<file path="src/rtl/rca_share_arbiter_pkg.sv">
// Shared types and constants for the RCA share arbiter slice.
package rca_arb_pkg;

   typedef enum logic [1:0] {
      IDLE   = 2'd0,
      SETTLE = 2'd1,
      DONE   = 2'd2
   } state_t;

   localparam int unsigned NREQ  = 2;
   localparam int unsigned CNT_W = 8;
   localparam int unsigned OP_W  = 16;

endpackage

</file>
<file path="src/rtl/RCA_16bit.sv">
// 16-bit ripple-carry adder built from a chain of full-adder cells.
module RCA_16bit (
   input  logic [15:0] a,
   input  logic [15:0] b,
   input  logic        cin,
   output logic [15:0] sum,
   output logic        cout
);

   // Carry ripples bit by bit through a block-local variable.
   always_comb begin
      logic c;
      c   = cin;
      sum = '0;
      for (int unsigned i = 0; i < 16; i++) begin
         sum[i] = a[i] ^ b[i] ^ c;
         c      = (a[i] & b[i]) | (c & (a[i] ^ b[i]));
      end
      cout = c;
   end

endmodule

</file>
<file path="src/rtl/rca_share_arbiter_rr_arb2.sv">
// Combinational two-way round-robin grant: prio picks the winner on a tie.
module rr_arb2
   import rca_arb_pkg::*;
(
   input  logic [NREQ-1:0] req,
   input  logic            prio,
   output logic [NREQ-1:0] gnt
);

   // One-hot grant; a lone requester always wins, a tie goes to prio.
   always_comb begin
      gnt = '0;
      if (req == 2'b11) begin
         gnt = prio ? 2'b10 : 2'b01;
      end else begin
         gnt = req;
      end
   end

endmodule

</file>
<file path="src/rtl/rca_share_arbiter.sv">
// Shares one ripple-carry adder between two requesters with round-robin
// arbitration; operands are held for SETTLE_CYCLES clocks before capture.
module rca_share_arbiter
   import rca_arb_pkg::*;
#(
   parameter int unsigned SETTLE_CYCLES = 24
) (
   input  logic                 clk,
   input  logic                 rst_n,
   input  logic [NREQ-1:0]      req_valid,
   output logic [NREQ-1:0]      req_ready,
   input  logic [NREQ*OP_W-1:0] req_a,
   input  logic [NREQ*OP_W-1:0] req_b,
   input  logic [NREQ-1:0]      req_cin,
   output logic                 rsp_valid,
   input  logic                 rsp_ready,
   output logic                 rsp_id,
   output logic [OP_W-1:0]      rsp_sum,
   output logic                 rsp_cout,
   output logic                 busy
);

   state_t           state;
   logic             prio;
   logic [OP_W-1:0]  op_a;
   logic [OP_W-1:0]  op_b;
   logic             op_cin;
   logic [CNT_W-1:0] cnt;
   logic [NREQ-1:0]  gnt;
   logic [OP_W-1:0]  add_sum;
   logic             add_cout;
   logic             accept;
   logic             win;

   rr_arb2 u_arb (
      .req  (req_valid),
      .prio (prio),
      .gnt  (gnt)
   );

   // Adder sees only the operand registers, never the live request inputs.
   RCA_16bit u_rca (
      .a    (op_a),
      .b    (op_b),
      .cin  (op_cin),
      .sum  (add_sum),
      .cout (add_cout)
   );

   // Grant is offered only while idle; status flags decode the state register.
   always_comb begin
      req_ready = (state == IDLE) ? gnt : '0;
      accept    = |(req_valid & req_ready);
      win       = req_ready[1];
      rsp_valid = (state == DONE);
      busy      = (state != IDLE);
   end

   // Accept, hold operands while the ripple settles, then present the result.
   always_ff @(posedge clk or negedge rst_n) begin
      if (!rst_n) begin
         state    <= IDLE;
         prio     <= 1'b0;
         op_a     <= '0;
         op_b     <= '0;
         op_cin   <= 1'b0;
         cnt      <= '0;
         rsp_id   <= 1'b0;
         rsp_sum  <= '0;
         rsp_cout <= 1'b0;
      end else begin
         case (state)
            IDLE: begin
               if (accept) begin
                  op_a   <= win ? req_a[2*OP_W-1:OP_W] : req_a[OP_W-1:0];
                  op_b   <= win ? req_b[2*OP_W-1:OP_W] : req_b[OP_W-1:0];
                  op_cin <= req_cin[win];
                  rsp_id <= win;
                  cnt    <= CNT_W'(SETTLE_CYCLES - 1);
                  state  <= SETTLE;
               end
            end
            SETTLE: begin
               if (cnt != '0) begin
                  cnt <= cnt - 1'b1;
               end else begin
                  rsp_sum  <= add_sum;
                  rsp_cout <= add_cout;
                  state    <= DONE;
               end
            end
            DONE: begin
               if (rsp_ready) begin
                  prio  <= ~rsp_id;
                  state <= IDLE;
               end
            end
            default: state <= IDLE;
         endcase
      end
   end

endmodule

</file>
<file path="config.mk">
export PLATFORM = sky130hd
export DESIGN_NAME = rca_share_arbiter
export DESIGN_NICKNAME = d
export VERILOG_FILES = /design/src/rtl/rca_share_arbiter_pkg.sv /design/src/rtl/RCA_16bit.sv /design/src/rtl/rca_share_arbiter_rr_arb2.sv /design/src/rtl/rca_share_arbiter.sv
export SDC_FILE = /design/constraint.sdc
export NUM_CORES = 1
export LEC_CHECK = 0
export CORE_ASPECT_RATIO = 0.6
export CORE_MARGIN = 3
export CORE_UTILIZATION = 43
export DETAILED_ROUTE_END_ITERATION = 10
export PLACE_DENSITY_LB_ADDON = 0.12
export SYNTH_ARGS = -nofsm -noshare
export SYNTH_HDL_FRONTEND = slang
export SYNTH_SLANG_ARGS = --single-unit
export TNS_END_PERCENT = 100
</file>
<file path="constraint.sdc">
create_clock -name clk -period 6.7 [get_ports clk]
set_input_delay 1.34 -clock clk [delete_from_list [all_inputs] [get_ports clk]]
set_output_delay 1.34 -clock clk [all_outputs]
set_load 0.02 [all_outputs]
</file>
==> results of run 1 <==
[logic make-up (layout without fill, tap and decap cells)]
group / Yosys count / after routing / share of synthesized area
simple gates: 66 / 66 / 0.0988
flops: 62 / 62 / 0.494
compound gates: 51 / 51 / 0.0888
mux: 49 / 49 / 0.165
buf+inv: 27 / 125 / 0.0406
fa+ha+maj: 18 / 18 / 0.110
xor+xnor: 1 / 1 / 0.00279
[layer usage]
| metal | vias to the layer above | GRT usage |
|---|---|---|
| li1 | 1119 | - |
| met1 | 1063 | 0.257 |
| met2 | 77 | 0.252 |
| met3 | 8 | 0.0592 |
| met4 | 0 | 0.0502 |
| met5 | - | 0 |
[power groups by stage]
stage	clock network, W	logic (W)	registers, W
final	0.000463	0.000613	0.000661
after global routing	0.000489	0.000700	0.000687
after CTS	0.000470	0.000614	0.000661
after detailed placement	0	0.000597	0.000663
after global placement	0	0.000578	0.000657
after floorplan	0	0.000326	0.000681
[cell usage after synthesis, drive strengths merged]
library cell and n:
mux2i 35, nor2 8, fa 16, ha 2, nor3 2, nand2 42
a21oi 6, xnor2 1, dfrtp 62, nor4 1, nor3b 2, clkbuf 5
a31o 2, nand2b 4, and3 1, a311oi 1, o21ai 38, a21boi 1
a31oi 3, nand3 3, inv 14, nand4 2, mux2 14, and2b 1
buf 8
[layout make-up]
cell class                 instances  area, um2  share of cell area
tap                               87        109              0.0244
clock buffer                      13        260              0.0584
inverter                          14       52.6              0.0118
clock inverter                     3       42.5             0.00954
sequential                        62       1550               0.348
timing repair buffer              95        938               0.210
multi-input combinational        185       1500               0.337
[flip-flops by register name (all words and copies together), names as in the netlist]
name,count
cnt,8
rsp_cout,1
op_a,16
prio,1
op_b,16
state,2
op_cin,1
rsp_id,1
rsp_sum,16
[critical path, delay by kind of cell (launching register included)]
kind | cells | cell delay (ns)
buf+inv | 3 | 0.20
compound gates | 1 | 0.13
fa+ha+maj | 16 | 5.65
flops | 1 | 0.40
[final timing paths]
check	to	start	slack (ns)	depth (start not counted)
worst max-delay path	rsp_sum[15]	op_a[0]	0.22	20
worst min-delay path	op_a[1]	op_a[1]	0.48	2
worst max register to register	rsp_sum[15]	op_a[0]	0.22	20
worst min register to register	op_a[1]	op_a[1]	0.48	2
max in group asynchronous	cnt[4]	rst_n	5.01	2
min in group asynchronous	prio	rst_n	1.18	2
[repair_timing]
action                                  4_1_cts  5_1_grt
resized for setup                             6        5
endpoints found under the setup margin        3        1
hold buffers                                  0        0
endpoints found under the hold margin         0        0
[stage by stage]
stage,power (W),utilization,instance area (um2)
final,0.00174,0.648,4460
after global routing,0.00188,0.648,4460
after CTS,0.00175,0.647,4450
after detailed placement,0.00126,0.601,4130
after global placement,0.00123,0.601,4130
after floorplan,0.00101,-,3140
==> results.json, run 1 <==
{
  "status": "completed",
  "layout_common_cells": "clkdlybuf4s50_1, dfrtp_1, nand2_1, o21ai_0, mux2i_1",
  "internal-power_w": 0.00115,
  "dr_wl_met3_um": 517,
  "vias_per_cell": 4.94,
  "yosysSeqAreaShare": 0.494,
  "clock-skew-final_ns": 0.00588,
  "overflow": 0,
  "rows": 23,
  "wl_met2_um": 2910,
  "clk_path_buf_depth": 2,
  "worst_pin_slew_ns": 0.764,
  "slew_headroom": 0.490,
  "power_frac_seq": 0.381,
  "power.density_mw_per_mm2": 390,
  "critical_path.cell_chain": "fa_1, inv_1, fa_1, inv_1, fa_1, fa_2, fa_1, fa_2, fa_2, fa_2, fa_2, fa_2, fa_2, fa_2, fa_2, fa_2, fa_1, inv_1, fa_1, o21ai_1",
  "grt_util_all_layers": 0.176,
  "start_util": 0.457,
  "syn_inst": 274,
  "finalSetupTns_ns": 0,
  "dieArea_mm2": 0.00840,
  "hold_viol_final": 0,
  "hold_class": "reg2reg",
  "yosysTopAreaCell": "dfrtp_1",
  "port_buffers": 92,
  "clk_pin_slew_ns": 0.05,
  "finalSetupViolCount": 0,
  "rsz0062_at_grt": "no",
  "drc": 0,
  "slowest_delay_ns": 0.43,
  "place_congestion": 0.815,
  "ys_types": 31,
  "cts_tree": "yes",
  "place_ws_ns": -0.272,
  "crit_slowest_cell": "fa_1",
  "timing.fmax_ghz": 0.154,
  "drt-initial-drc-count": 151,
  "fillers": 522,
  "yosys_warnings": 0,
  "drt.antenna.violating_nets": 0,
  "maxCapViolations": 0,
  "layout.nets": 456,
  "slew_violations": 0,
  "p_clk_frac": 0.267,
  "wire_per_inst_um": 14.9,
  "ios": 93,
  "switching_share": 0.338,
  "synth.cell_area_mm2": 0.00314,
  "power.net_switching_w": 0.000587,
  "die_h_um": 72.2,
  "required_ns": 6.93,
  "cts_made_buffers": 9,
  "area_growth_pct": 41.9,
  "root_buffer": "clkbuf_16",
  "combPwrFrac": 0.353,
  "insertion_delay_ns": 0.32,
  "yosys_register_bits": 62,
  "critPathMaxFanout": 2,
  "arrival_ns": 6.71,
  "antenna_found_initial": 0,
  "startpoint_type": "flip-flop",
  "grt_max_degree": 71,
  "fin_crit_sh": 0.968,
  "end_kind": "flip-flop",
  "antenna_cells": 0,
  "drt_first_pass_iters": 7,
  "ir_worst_vdd_mv": 0.157,
  "hold_slack_ns": 0.485,
  "instances_no_fill": 459,
  "setup_ws_ns": 0.217,
  "period_minus_slack_ns": 6.48,
  "yosys-top-cells-area": "dfrtp_1, mux2i_1, fa_1",
  "totalWireLength_um": 6820,
  "drive_above_1_share": 0.134,
  "post-place-cells": 443,
  "p_leak_nw": 2.19,
  "cpMostUsedCell": "fa_2",
  "avgSynthCellArea_um2": 11.5,
  "dr_total_vias": 2267,
  "grt_pass1_wl_um": 11400,
  "cts_setup_buffers": 0,
  "die_x_um": 116,
  "final_common_cell": "clkdlybuf4s50_1",
  "dpl.hpwl_um": 4970,
  "core_mm2": 0.00688,
  "clock-sinks": 62,
  "grt_pass1_vias": 2313,
  "wl_met1_um": 3310,
  "synth.net_count": 363,
  "synth_top_area_share": 0.494,
  "critical_path_class": "reg2reg",
  "cts_htree_levels": 3,
  "top_layer": "met4"
}
(Power assumes the default switching activity.)
==> inputs of run 2 (changes only) <==
Settings changed: CORE_UTILIZATION 43 to 50, DONT_BUFFER_PORTS set to 1.
==> run 2 against run 1 <==
  * Clock skew about the same
  * Sequential power is 7.3% higher
  * Cell count down 22%
  * Core utilization is 5.6 points lower
  * Global-route usage increased by 0.22 points
  * Clock power decreased by 26%
  * Critical path depth did not move
  * Setup slack got worse by 0.0096 ns
  * Largest power group unchanged
  * Die area fell by 13%
  * Total power shrank 14%
  * Critical path type unchanged
  * Sequential share of layout area up 10 points
  * Highest routed layer unchanged
  * Sequential cell count unchanged
==> results.json, run 2 (synthesized netlist as in run 1, its figures left out) <==
{
  "combPwrFrac": 0.296,
  "wire_per_inst_um": 17.1,
  "start_util": 0.541,
  "antenna_cells": 0,
  "worst_pin_slew_ns": 0.610,
  "rows": 21,
  "clock-skew-final_ns": 0.00604,
  "startpoint_type": "flip-flop",
  "totalWireLength_um": 6140,
  "arrival_ns": 6.74,
  "slew_violations": 0,
  "end_kind": "flip-flop",
  "core_mm2": 0.00581,
  "dr_total_vias": 1925,
  "final_common_cell": "dfrtp_1",
  "place_area_mm2": 0.00320,
  "p_leak_nw": 1.80,
  "fin_crit_sh": 0.969,
  "drc": 0,
  "grt_max_degree": 71,
  "power.density_mw_per_mm2": 434,
  "cts_tree": "yes",
  "layout.nets": 364,
  "clk_pin_slew_ns": 0.07,
  "cts_htree_levels": 3,
  "fin_util": 0.592,
  "grt_pass1_vias": 1873,
  "status": "completed",
  "clock-sinks": 62,
  "antenna_found_initial": 0,
  "timing.fmax_ghz": 0.154,
  "critical_path_class": "reg2reg",
  "rsz0062_at_grt": "no",
  "layout_common_cells": "dfrtp_1, nand2_1, o21ai_0, mux2i_1, inv_1",
  "place_ws_ns": -0.360,
  "drive_above_1_share": 0.179,
  "slew_headroom": 0.593,
  "internal-power_w": 0.000948,
  "setup_ws_ns": 0.208,
  "hold_buffers": 0,
  "drt.antenna.violating_nets": 0,
  "hold_class": "reg2reg",
  "overflow": 0,
  "drt_first_pass_iters": 4,
  "power.net_switching_w": 0.000544,
  "maxCapViolations": 0,
  "die_h_um": 67.4,
  "place_congestion": 0.825,
  "finalSetupViolCount": 0,
  "dieArea_mm2": 0.00730,
  "die_x_um": 108,
  "power_frac_seq": 0.475,
  "clk_path_buf_depth": 2,
  "fillers": 493,
  "dpl.hpwl_um": 4360,
  "cts_made_buffers": 9,
  "ir_worst_vdd_mv": 0.154,
  "finalSetupTns_ns": 0,
  "required_ns": 6.95,
  "area_growth_pct": 9.44,
  "vias_per_cell": 5.36,
  "port_buffers": 0,
  "hold_viol_final": 0,
  "insertion_delay_ns": 0.33,
  "grt_util_all_layers": 0.178,
  "root_buffer": "clkbuf_8",
  "final_area_mm2": 0.00344,
  "period_minus_slack_ns": 6.49,
  "switching_share": 0.364,
  "reg_top3": "op_a (16), op_b (16), rsp_sum (16)",
  "grt_pass1_wl_um": 9510,
  "drt-initial-drc-count": 98,
  "critPathMaxFanout": 2,
  "ios": 93,
  "p_clk_frac": 0.229
}
==> run 2: cell count changes in the layout (fill, tap and decap cells not counted) <==
cell | before | now
clkbuf_1 | 2 | 0
clkbuf_8 | 2 | 12
clkdlybuf4s50_1 | 91 | 0
buf_2 | 1 | 0
clkbuf_16 | 9 | 0
==> run 2: per-layer routing <==
metal	routed length, um	up-vias	GRT usage
met1	2940	916	0.253
met2	2610	67	0.248
met5	0	-	0
met4	82	0	0.0709
li1	-	934	-
met3	512	8	0.0659
==> run 2: power groups by stage <==
stage	registers [W]	clock network [W]	logic, W
floorplan	0.000681	0	0.000326
global placement	0.000711	0	0.000415
detailed placement	0.000715	0	0.000431
CTS	0.000711	0.000352	0.000450
global route	0.000735	0.000365	0.000518
finish	0.000709	0.000342	0.000441
==> run 2: path summary, 6_finish.rpt <==
| kind | start | endpoint | slack (ns) | depth (start not counted) |
|---|---|---|---|---|
| worst min-delay path | op_a[1] | op_a[1] | 0.48 | 2 |
| worst max-delay path | op_a[0] | rsp_sum[15] | 0.21 | 20 |
| worst max register to register | op_a[0] | rsp_sum[15] | 0.21 | 20 |
| min in group asynchronous | rst_n | rsp_id | 0.69 | 0 |
| worst min register to register | op_a[1] | op_a[1] | 0.48 | 2 |
| max in group asynchronous | rst_n | op_b[7] | 5.88 | 0 |
==> run 2: timing repair <==
item / 4_1_cts / 5_1_grt
endpoints found under the setup margin: 3 / 1
buffers inserted: 1 / 0
pin swaps: 1 / 2
gates cloned: 0 / 0
gates resized for setup: 9 / 2
endpoints found under the hold margin: 0 / 0
==> run 2: critical path: stages (launching register included) <==
cell and delay [ns]:
dfrtp_1 0.40, fa_1 0.43, inv_1 0.08, fa_1 0.16
inv_1 0.05, fa_1 0.37, fa_2 0.35, fa_2 0.35
fa_2 0.35, fa_2 0.34, fa_2 0.34, fa_2 0.37
fa_2 0.37, fa_2 0.37, fa_1 0.39, fa_2 0.35
fa_2 0.35, fa_1 0.36, inv_1 0.08, fa_1 0.42
o21ai_1 0.13
==> run 2: layout make-up <==
type,instances,area (um2),area share
repair buffers,3,22.5,0.00655
multi-input cells,185,1500,0.437
inverters,14,52.6,0.0153
clock buffers,12,165,0.0480
well taps,80,100,0.0291
clock inverters,3,42.5,0.0124
flip-flops and latches,62,1550,0.451
==> run 2: per-stage QoR <==
step / hold slack [ns] / instances / power [W]
final: 0.477 / 359 / 0.00149
after global routing: 0.504 / 359 / 0.00162
after CTS: 0.486 / 359 / 0.00151
after detailed placement: 0.471 / 343 / 0.00115
after global placement: 0.469 / 343 / 0.00113
after floorplan: 0.450 / 274 / 0.00101
